`src/rtl/vector_sequencer_pkg.sv`:
```
// Shared types and defaults for vector_sequencer: FSM state encoding,
// default truth table (y = ~b&~c | a&~b) and default settle time.
package vector_sequencer_pkg;

  typedef enum logic [1:0] {
    IDLE  = 2'd0,
    APPLY = 2'd1,
    CHECK = 2'd2,
    DONE  = 2'd3
  } state_t;

  localparam logic [7:0] DEFAULT_EXPECTED      = 8'h31;
  localparam int         DEFAULT_SETTLE_CYCLES = 1;

endpackage

```
`src/rtl/vector_sequencer.sv`:
```
// In-system exhaustive checker for a small N_IN-input combinational block.
// Define VECTOR_SEQUENCER_STOP_ON_FAIL_EN to end the sweep on the first mismatch.
module vector_sequencer
  import vector_sequencer_pkg::*;
#(
  parameter int                   N_IN          = 3,
  parameter logic [(2**N_IN)-1:0] EXPECTED      = DEFAULT_EXPECTED,
  parameter int                   SETTLE_CYCLES = DEFAULT_SETTLE_CYCLES
) (
  input  logic            clk,
  input  logic            reset,
  input  logic            start,
  input  logic            dut_out,
  output logic [N_IN-1:0] dut_in,
  output logic            busy,
  output logic            done,
  output logic            pass,
  output logic [N_IN:0]   err_count,
  output logic [N_IN-1:0] first_fail_idx,
  output logic            first_fail_valid
);

  localparam int                WAIT_W    = (SETTLE_CYCLES > 1) ? $clog2(SETTLE_CYCLES) : 1;
  localparam logic [WAIT_W-1:0] LAST_WAIT = WAIT_W'(SETTLE_CYCLES - 1);
  localparam logic [N_IN-1:0]   LAST_IDX  = {N_IN{1'b1}};

  state_t            r_state;
  state_t            w_next;
  logic [N_IN-1:0]   r_idx;
  logic [WAIT_W-1:0] r_wait;
  logic [N_IN:0]     r_err;
  logic [N_IN-1:0]   r_ff_idx;
  logic              r_ff_vld;

  logic w_mismatch;
  logic w_stop;
  logic w_last_vec;
  logic w_wait_done;

  assign w_mismatch  = (dut_out != EXPECTED[r_idx]);
  assign w_last_vec  = (r_idx == LAST_IDX);
  assign w_wait_done = (r_wait == LAST_WAIT);

`ifdef VECTOR_SEQUENCER_STOP_ON_FAIL_EN
  assign w_stop = w_mismatch;
`else
  assign w_stop = 1'b0;
`endif

  // State register plus index, wait counter and result bookkeeping
  always_ff @(posedge clk) begin
    if (reset) begin
      r_state  <= IDLE;
      r_idx    <= '0;
      r_wait   <= '0;
      r_err    <= '0;
      r_ff_idx <= '0;
      r_ff_vld <= 1'b0;
    end else begin
      r_state <= w_next;
      case (r_state)
        IDLE, DONE: begin
          if (start) begin
            r_idx    <= '0;
            r_wait   <= '0;
            r_err    <= '0;
            r_ff_idx <= '0;
            r_ff_vld <= 1'b0;
          end
        end
        APPLY: begin
          if (!w_wait_done) r_wait <= r_wait + WAIT_W'(1);
        end
        CHECK: begin
          if (w_mismatch) begin
            r_err <= r_err + (N_IN+1)'(1);
            if (!r_ff_vld) begin
              r_ff_idx <= r_idx;
              r_ff_vld <= 1'b1;
            end
          end
          if (!(w_stop || w_last_vec)) begin
            r_idx  <= r_idx + N_IN'(1);
            r_wait <= '0;
          end
        end
        default: ;
      endcase
    end
  end

  always_comb begin
    w_next = r_state;
    case (r_state)
      IDLE:    if (start) w_next = APPLY;
      APPLY:   if (w_wait_done) w_next = CHECK;
      CHECK:   w_next = (w_stop || w_last_vec) ? DONE : APPLY;
      DONE:    if (start) w_next = APPLY;
      default: w_next = IDLE;
    endcase
  end

  always_comb begin
    busy = (r_state == APPLY) || (r_state == CHECK);
    done = (r_state == DONE);
    pass = (r_state == DONE) && (r_err == '0);
  end

  assign dut_in           = r_idx;
  assign err_count        = r_err;
  assign first_fail_idx   = r_ff_idx;
  assign first_fail_valid = r_ff_vld;

endmodule
```
`config.mk`:
```
export PLATFORM = sky130hd
export DESIGN_NAME = vector_sequencer
export DESIGN_NICKNAME = d
export VERILOG_FILES = /design/src/rtl/vector_sequencer_pkg.sv /design/src/rtl/vector_sequencer.sv
export SDC_FILE = /design/constraint.sdc
export NUM_CORES = 1
export LEC_CHECK = 0
export BUFFER_PORTS_ARGS = -buffer_cell sky130_fd_sc_hd__buf_2
export CORE_MARGIN = 1
export CORE_UTILIZATION = 55
export CTS_BUF_LIST = sky130_fd_sc_hd__clkbuf_16
export CTS_CLUSTER_SIZE = 12
export DETAILED_ROUTE_END_ITERATION = 12
export PLACE_DENSITY = 0.78
export SETUP_SLACK_MARGIN = 0.15
export SLEW_MARGIN = 20
export SYNTH_ARGS = -nofsm -noshare
export SYNTH_HDL_FRONTEND = slang
export SYNTH_SLANG_ARGS = --single-unit
```
`constraint.sdc`:
```
create_clock -name clk -period 4.85 [get_ports clk]
set_clock_uncertainty 0.2 [all_clocks]
set_input_delay 0.2425 -clock clk [delete_from_list [all_inputs] [get_ports clk]]
set_output_delay 0.2425 -clock clk [all_outputs]
set_load 0.03 [all_outputs]
```
==> impl_metrics.py, run 1 <==
metrics = {
    "run_status": {
        "run_status": "completed",
    },
    "critical_path": {
        "cp_num_buf_inv": 1,
        "cp-end-kind": "register",
        "required_ns": 4.79,
        "critPathCapture": "first_fail_idx[1]",
        "worst-path-stages": 6,
        "worstPathCellList": "inv_1 -> ha_1 -> nor2b_4 -> a211oi_1 -> nand2_1 -> a32o_1",
        "r2r_start": "r_state[0]",
        "r2r_cells": 6,
        "ff2ff_setup_slack_ns": 2.58,
        "critPathTopFamily": "compound AO/OA/AOI/OAI gates",
        "r2r-end": "first_fail_idx[1]",
        "cp.arrival_ns": 2.21,
        "cp_slowest_cell": "a211oi_1",
        "criticalPathCategory": "register to register",
        "max_stage_delay_ns": 0.55,
        "cp-start-kind": "register",
        "crit_path_max_fanout": 5,
        "cp-startpoint": "r_state[0]",
    },
    "clock_tree": {
        "cts_buffer_depth": 2,
        "cts_tree": "yes",
        "clock-sinks": 14,
        "post-cts-setup-buffers": 0,
        "cts.clk_slew.worst_paths_ns": 0.05,
        "cts-root-buf": "clkbuf_16",
        "cts_made_buffers": 3,
        "cts_hold_buffers": 0,
        "cts_resized": 0,
        "ctsHtreeMaxLevel": 1,
        "clock_latency_ns": 0.25,
    },
    "synthesis": {
        "ys_seq_area_share_pct": 35.16,
        "synth-async-reset-ratio_pct": 0,
        "syn_nets": 103,
        "synthCells": 92,
        "synth_ff_type": "dfxtp_1",
        "synth_warnings": 0,
        "synth.cell_area_um2": 797.0,
        "syn_area_per_cell_um2": 8.663,
        "yosysUniqueCellTypes": 31,
        "ys_seq_elements": 14,
        "synth_edf_count": 0,
    },
    "timing": {
        "period_share_pct": 46.82,
        "slew_headroom_pct": 57.19,
        "worstMarginPinSlew_ns": 0.6422,
        "grt_setup_unrepaired": "no",
        "finalMaxSlewViolations": 0,
        "period_needed_ns": 2.271,
        "final.setup.tns_ns": 0,
        "max_freq_mhz": 440.4,
        "hold_viol_final": 0,
        "setup_viol": 0,
    },
    "floorplanning": {
        "die_y_um": 40.07,
        "start_util_pct": 60.49,
        "die_x_um": 40.07,
        "die_area_um2": 1605,
        "rows": 13,
        "coreArea_um2": 1318,
        "pin_count": 18,
    },
    "grt": {
        "grt_max_degree": 23,
        "grt_usage_pct": 26.64,
        "antenna_found_initial": 0,
        "first_global_vias": 619,
        "grt_pass1_wl_mm": 2.780,
        "globalRoute.totalOverflow": 0,
    },
    "place": {
        "dpl.hpwl_mm": 1.293,
        "place_area_um2": 872.1,
        "numPortBuffers": 17,
        "gp_congestion": 0.8116,
    },
    "layout": {
        "final_nets": 122,
        "final_cell_mix": "buf_2, dfxtp_1, inv_1, nand2_1, a21oi_1",
        "drive_gt1_share_pct": 20.00,
        "diodes": 0,
        "final_cell_area_um2": 950.9,
        "layout_commonest_cell": "buf_2",
        "area_delta_synth_final_pct": 19.31,
    },
    "worst_hold_path": {
        "hold_path.class": "input pin to register",
    },
    "power_and_ir_drop": {
        "p_leak_uw": 0.0004346,
        "powerDensity_nw_per_um2": 572.7,
        "vdd_ir_drop_max_mv": 0.4478,
    },
    "detailed_routing": {
        "wl_per_cell_um": 14.94,
        "dr.pass1.iters": 4,
        "vias": 743,
        "drt_iter0_markers": 18,
        "wl_mm": 1.868,
        "drt-vias-per-instance": 5.944,
        "ant_nets": 0,
        "drcViolationCount": 0,
    },
    "run": {
        "max_cap_violations": 0,
    },
}
[routing by layer]
layer | share of wire (%) | GRT usage [%]
met5 | 0 | 0
met4 | 1.5 | 12.07
met3 | 5.4 | 7.222
met2 | 47 | 40.73
met1 | 46 | 34.45
[power by group]
group	leakage, uW	total [uW]	switching, uW	internal (uW)
registers	0.000114	155	20.2	134
logic	0.000282	232	153	79.3
clock network	0.0000385	158	48.9	109
[synth_stat cells (2+ instances only)]
cell | number | share of area, %
o21ai_0 | 4 | 2.5
ha_1 | 7 | 11
nor2_1 | 4 | 1.9
nand2_1 | 9 | 4.2
and2_1 | 2 | 1.6
inv_1 | 9 | 4.2
a211oi_1 | 2 | 1.9
dfxtp_1 | 14 | 35
a31oi_1 | 2 | 1.6
a32o_1 | 2 | 2.5
nand4_1 | 2 | 1.6
nor2b_1 | 3 | 2.4
a211o_1 | 2 | 2.2
nand3_1 | 6 | 3.8
a21oi_1 | 8 | 5.0
[flip-flops by register name, indices dropped and copies added, names as in the netlist, named ones only]
register / flops
r_state: 2
dut_in: 3
first_fail_idx: 3
err_count: 4
first_fail_valid: 1
[final cells by class]
| cell class | instances | area [um^2] |
|---|---|---|
| multi-input combinational | 66 | 454.2 |
| tap | 15 | 18.77 |
| timing repair buffer | 17 | 85.08 |
| sequential | 14 | 280.3 |
| fill | 111 | 366.6 |
| clock buffer | 3 | 75.07 |
| inverter | 9 | 33.78 |
| clock inverter | 1 | 3.754 |
[through the flow]
step                hold WS, ns  util [%]  total power (uW)  setup slack, ns  cells
finish                   0.1481     72.17             544.6            2.579    125
global route             0.1662     72.17             575.8            2.390    125
CTS                      0.1397     72.17             541.8            2.597    125
detailed placement       0.2925     66.19             383.8            2.655    121
global placement         0.2767     66.19             372.9            2.752    121
floorplan                0.1766         -             340.4            2.658     92
[worst min path at each step]
stage / startpoint / end / slack, ns / cells after the start
finish: reset / err_count[0] / 0.15 / 2
global placement: first_fail_idx[1] / first_fail_idx[1] / 0.28 / 1
global route: reset / err_count[1] / 0.17 / 2
CTS: reset / err_count[0] / 0.14 / 2
floorplan: reset / dut_in[0] / 0.18 / 1
detailed placement: first_fail_idx[0] / first_fail_idx[0] / 0.29 / 1
[cell families after synthesis]
family | Yosys count | synth area share [%]
and+or+nand+nor | 34 | 24.18
AOI/OAI and AO/OA | 23 | 19.31
DFF | 14 | 35.16
buffers and inverters | 12 | 7.848
adders and majority gates | 7 | 10.99
xor gates and xnor gates | 1 | 1.099
muxes | 1 | 1.413
No activity file was read; power rests on OpenSTA's default activity.
==> run 2, diff against run 1 <==
Settings changed: CORE_UTILIZATION 55 to 51, PLACE_DENSITY 0.78 to 0.73.
Clock period 4.85 ns to 2.4 ns, I/O delays scaled along.
==> impl_metrics.py, run 2 (synthesis results as in run 1) <==
metrics = {
    "run_status": {
        "run_status": "completed",
    },
    "critical_path": {
        "cp-startpoint": "r_state[0]",
        "crit_path_max_fanout": 8,
        "criticalPathCategory": "register to register",
        "max_stage_delay_ns": 0.48,
        "cp-start-kind": "register",
        "worstPathCellList": "inv_1 -> ha_2 -> nor2b_4 -> a211o_2 -> or4_1 -> nand3_1",
        "required_ns": 2.38,
        "r2r_start": "r_state[0]",
        "cp.arrival_ns": 2.08,
        "critPathTopFamily": "simple AND/OR/NAND/NOR gates",
        "cp_slowest_cell": "or4_1",
        "cp-end-kind": "register",
        "cp_num_buf_inv": 1,
    },
    "timing": {
        "period_needed_ns": 2.097,
        "grt_setup_unrepaired": "no",
        "finalMaxSlewViolations": 0,
        "period_share_pct": 87.38,
        "slew_headroom_pct": 79.46,
        "setup_viol": 0,
        "worstMarginPinSlew_ns": 0.3063,
        "layout_setup_ws_ns": 0.3029,
        "final.setup.tns_ns": 0,
        "hold_viol_final": 0,
        "max_freq_mhz": 476.8,
        "hold_slack_ns": 0.01114,
    },
    "layout": {
        "multi_input_area_um2": 457.9,
        "diodes": 0,
        "final_cell_mix": "buf_2, dfxtp_1, inv_1, nand2_1, a21oi_1",
        "drive_gt1_share_pct": 23.42,
        "area_delta_synth_final_pct": 21.19,
        "largest_reg_flops": 4,
        "final_nets": 124,
        "regArea_um2": 280.3,
        "layout_commonest_cell": "buf_2",
        "fillCellCount": 120,
    },
    "clock_tree": {
        "cts_tree": "yes",
        "cts-root-buf": "clkbuf_16",
        "cts.clk_slew.worst_paths_ns": 0.05,
        "clock_latency_ns": 0.24,
        "clock-sinks": 14,
        "cts_made_buffers": 3,
        "cts_hold_buffers": 0,
        "cts_buffer_depth": 2,
        "ctsHtreeMaxLevel": 1,
    },
    "grt": {
        "globalRoute.totalOverflow": 0,
        "first_global_vias": 666,
        "antenna_found_initial": 0,
        "grt_usage_pct": 22.14,
        "grt_pass1_wl_mm": 2.987,
        "grt_max_degree": 22,
    },
    "detailed_routing": {
        "drcViolationCount": 0,
        "drt_iter0_markers": 12,
        "wl_per_cell_um": 13.56,
        "vias": 742,
        "dr.pass1.iters": 4,
        "wl_mm": 1.708,
        "ant_nets": 0,
        "drt-vias-per-instance": 5.889,
    },
    "worst_hold_path": {
        "worstHoldStart": "reset",
        "hold_path.class": "input pin to register",
    },
    "run": {
        "max_cap_violations": 0,
    },
    "floorplanning": {
        "die_area_um2": 1725,
        "start_util_pct": 57.65,
        "die_x_um": 41.53,
        "coreArea_um2": 1383,
        "die_y_um": 41.53,
        "pin_count": 18,
        "rows": 13,
    },
    "power_and_ir_drop": {
        "powerDensity_nw_per_um2": 1138,
        "finalPower_uw": 1100,
        "p_leak_uw": 0.0004408,
        "vdd_ir_drop_max_mv": 0.7787,
    },
    "place": {
        "place_ws_ns": 0.2446,
        "dpl.hpwl_mm": 1.226,
        "gp_congestion": 0.8601,
        "numPortBuffers": 17,
    },
}
## run 2: cell count changes in the layout (fill, tap and decap cells not counted)
cell      before  now
a211o_1        2    1
a211o_2        0    1
ha_2           0    1
buf_4          0    2
clkinv_1       1    0
ha_1           7    6
## run 2: worst register-to-register path: cells and delay by family, from the launching register on
kind / cells / cell delay, ns
adder cells (fa/ha/maj): 1 / 0.31
AO/OA/AOI/OAI: 1 / 0.37
AND/OR/NAND/NOR: 3 / 0.72
flip-flops: 1 / 0.37
buffers and inverters: 1 / 0.06
## run 2: where the power goes
| part | switching [uW] | internal [uW] |
|---|---|---|
| Clock | 86.6 | 217 |
| Combinational | 300 | 184 |
| Sequential | 39.8 | 272 |
## run 2: routing by layer
| metal | share of wire (%) | routed length, um | global-route usage (%) | up-vias |
|---|---|---|---|---|
| met5 | 0 | 0 | 0 | - |
| met1 | 46 | 779 | 26.16 | 351 |
| met3 | 4.1 | 70 | 6.957 | 2 |
| met4 | 0.35 | 6 | 5.161 | 0 |
| met2 | 50 | 852 | 38.75 | 19 |
| li1 | - | - | - | 370 |
## run 2: final timing paths
| kind | slack, ns | to | cells past startpoint |
|---|---|---|---|
| max | 0.30 | err_count[3] | 6 |
| min | 0.01 | r_state[1] | 2 |
| max reg2reg | 0.30 | err_count[3] | 6 |
| min reg2reg | 0.30 | first_fail_idx[0] | 1 |
## run 2: repair_timing
action / in CTS / in global routing
setup endpoints to repair: 0 / 1
buffers inserted: 0 / 0
gates resized for setup: 0 / 2
endpoints found under the hold margin: 0 / 0
## run 2: layout make-up
class                      instances  area share, %
multi-input combinational         66          47.41
sequential                        14          29.02
timing repair buffer              19          10.36
clock buffer                       3          7.772
inverter                           9          3.497
tap                               15          1.943
## run 2: per-stage QoR
step / utilization [%] / instance area (um^2) / cells
3_3_place_gp: 64.16 / 887.1 / 123
2_1_floorplan: - / 797.0 / 92
4_1_cts: 69.59 / 962.2 / 126
6_report: 69.86 / 965.9 / 126
5_1_grt: 69.86 / 965.9 / 126
3_5_place_dp: 64.16 / 887.1 / 123
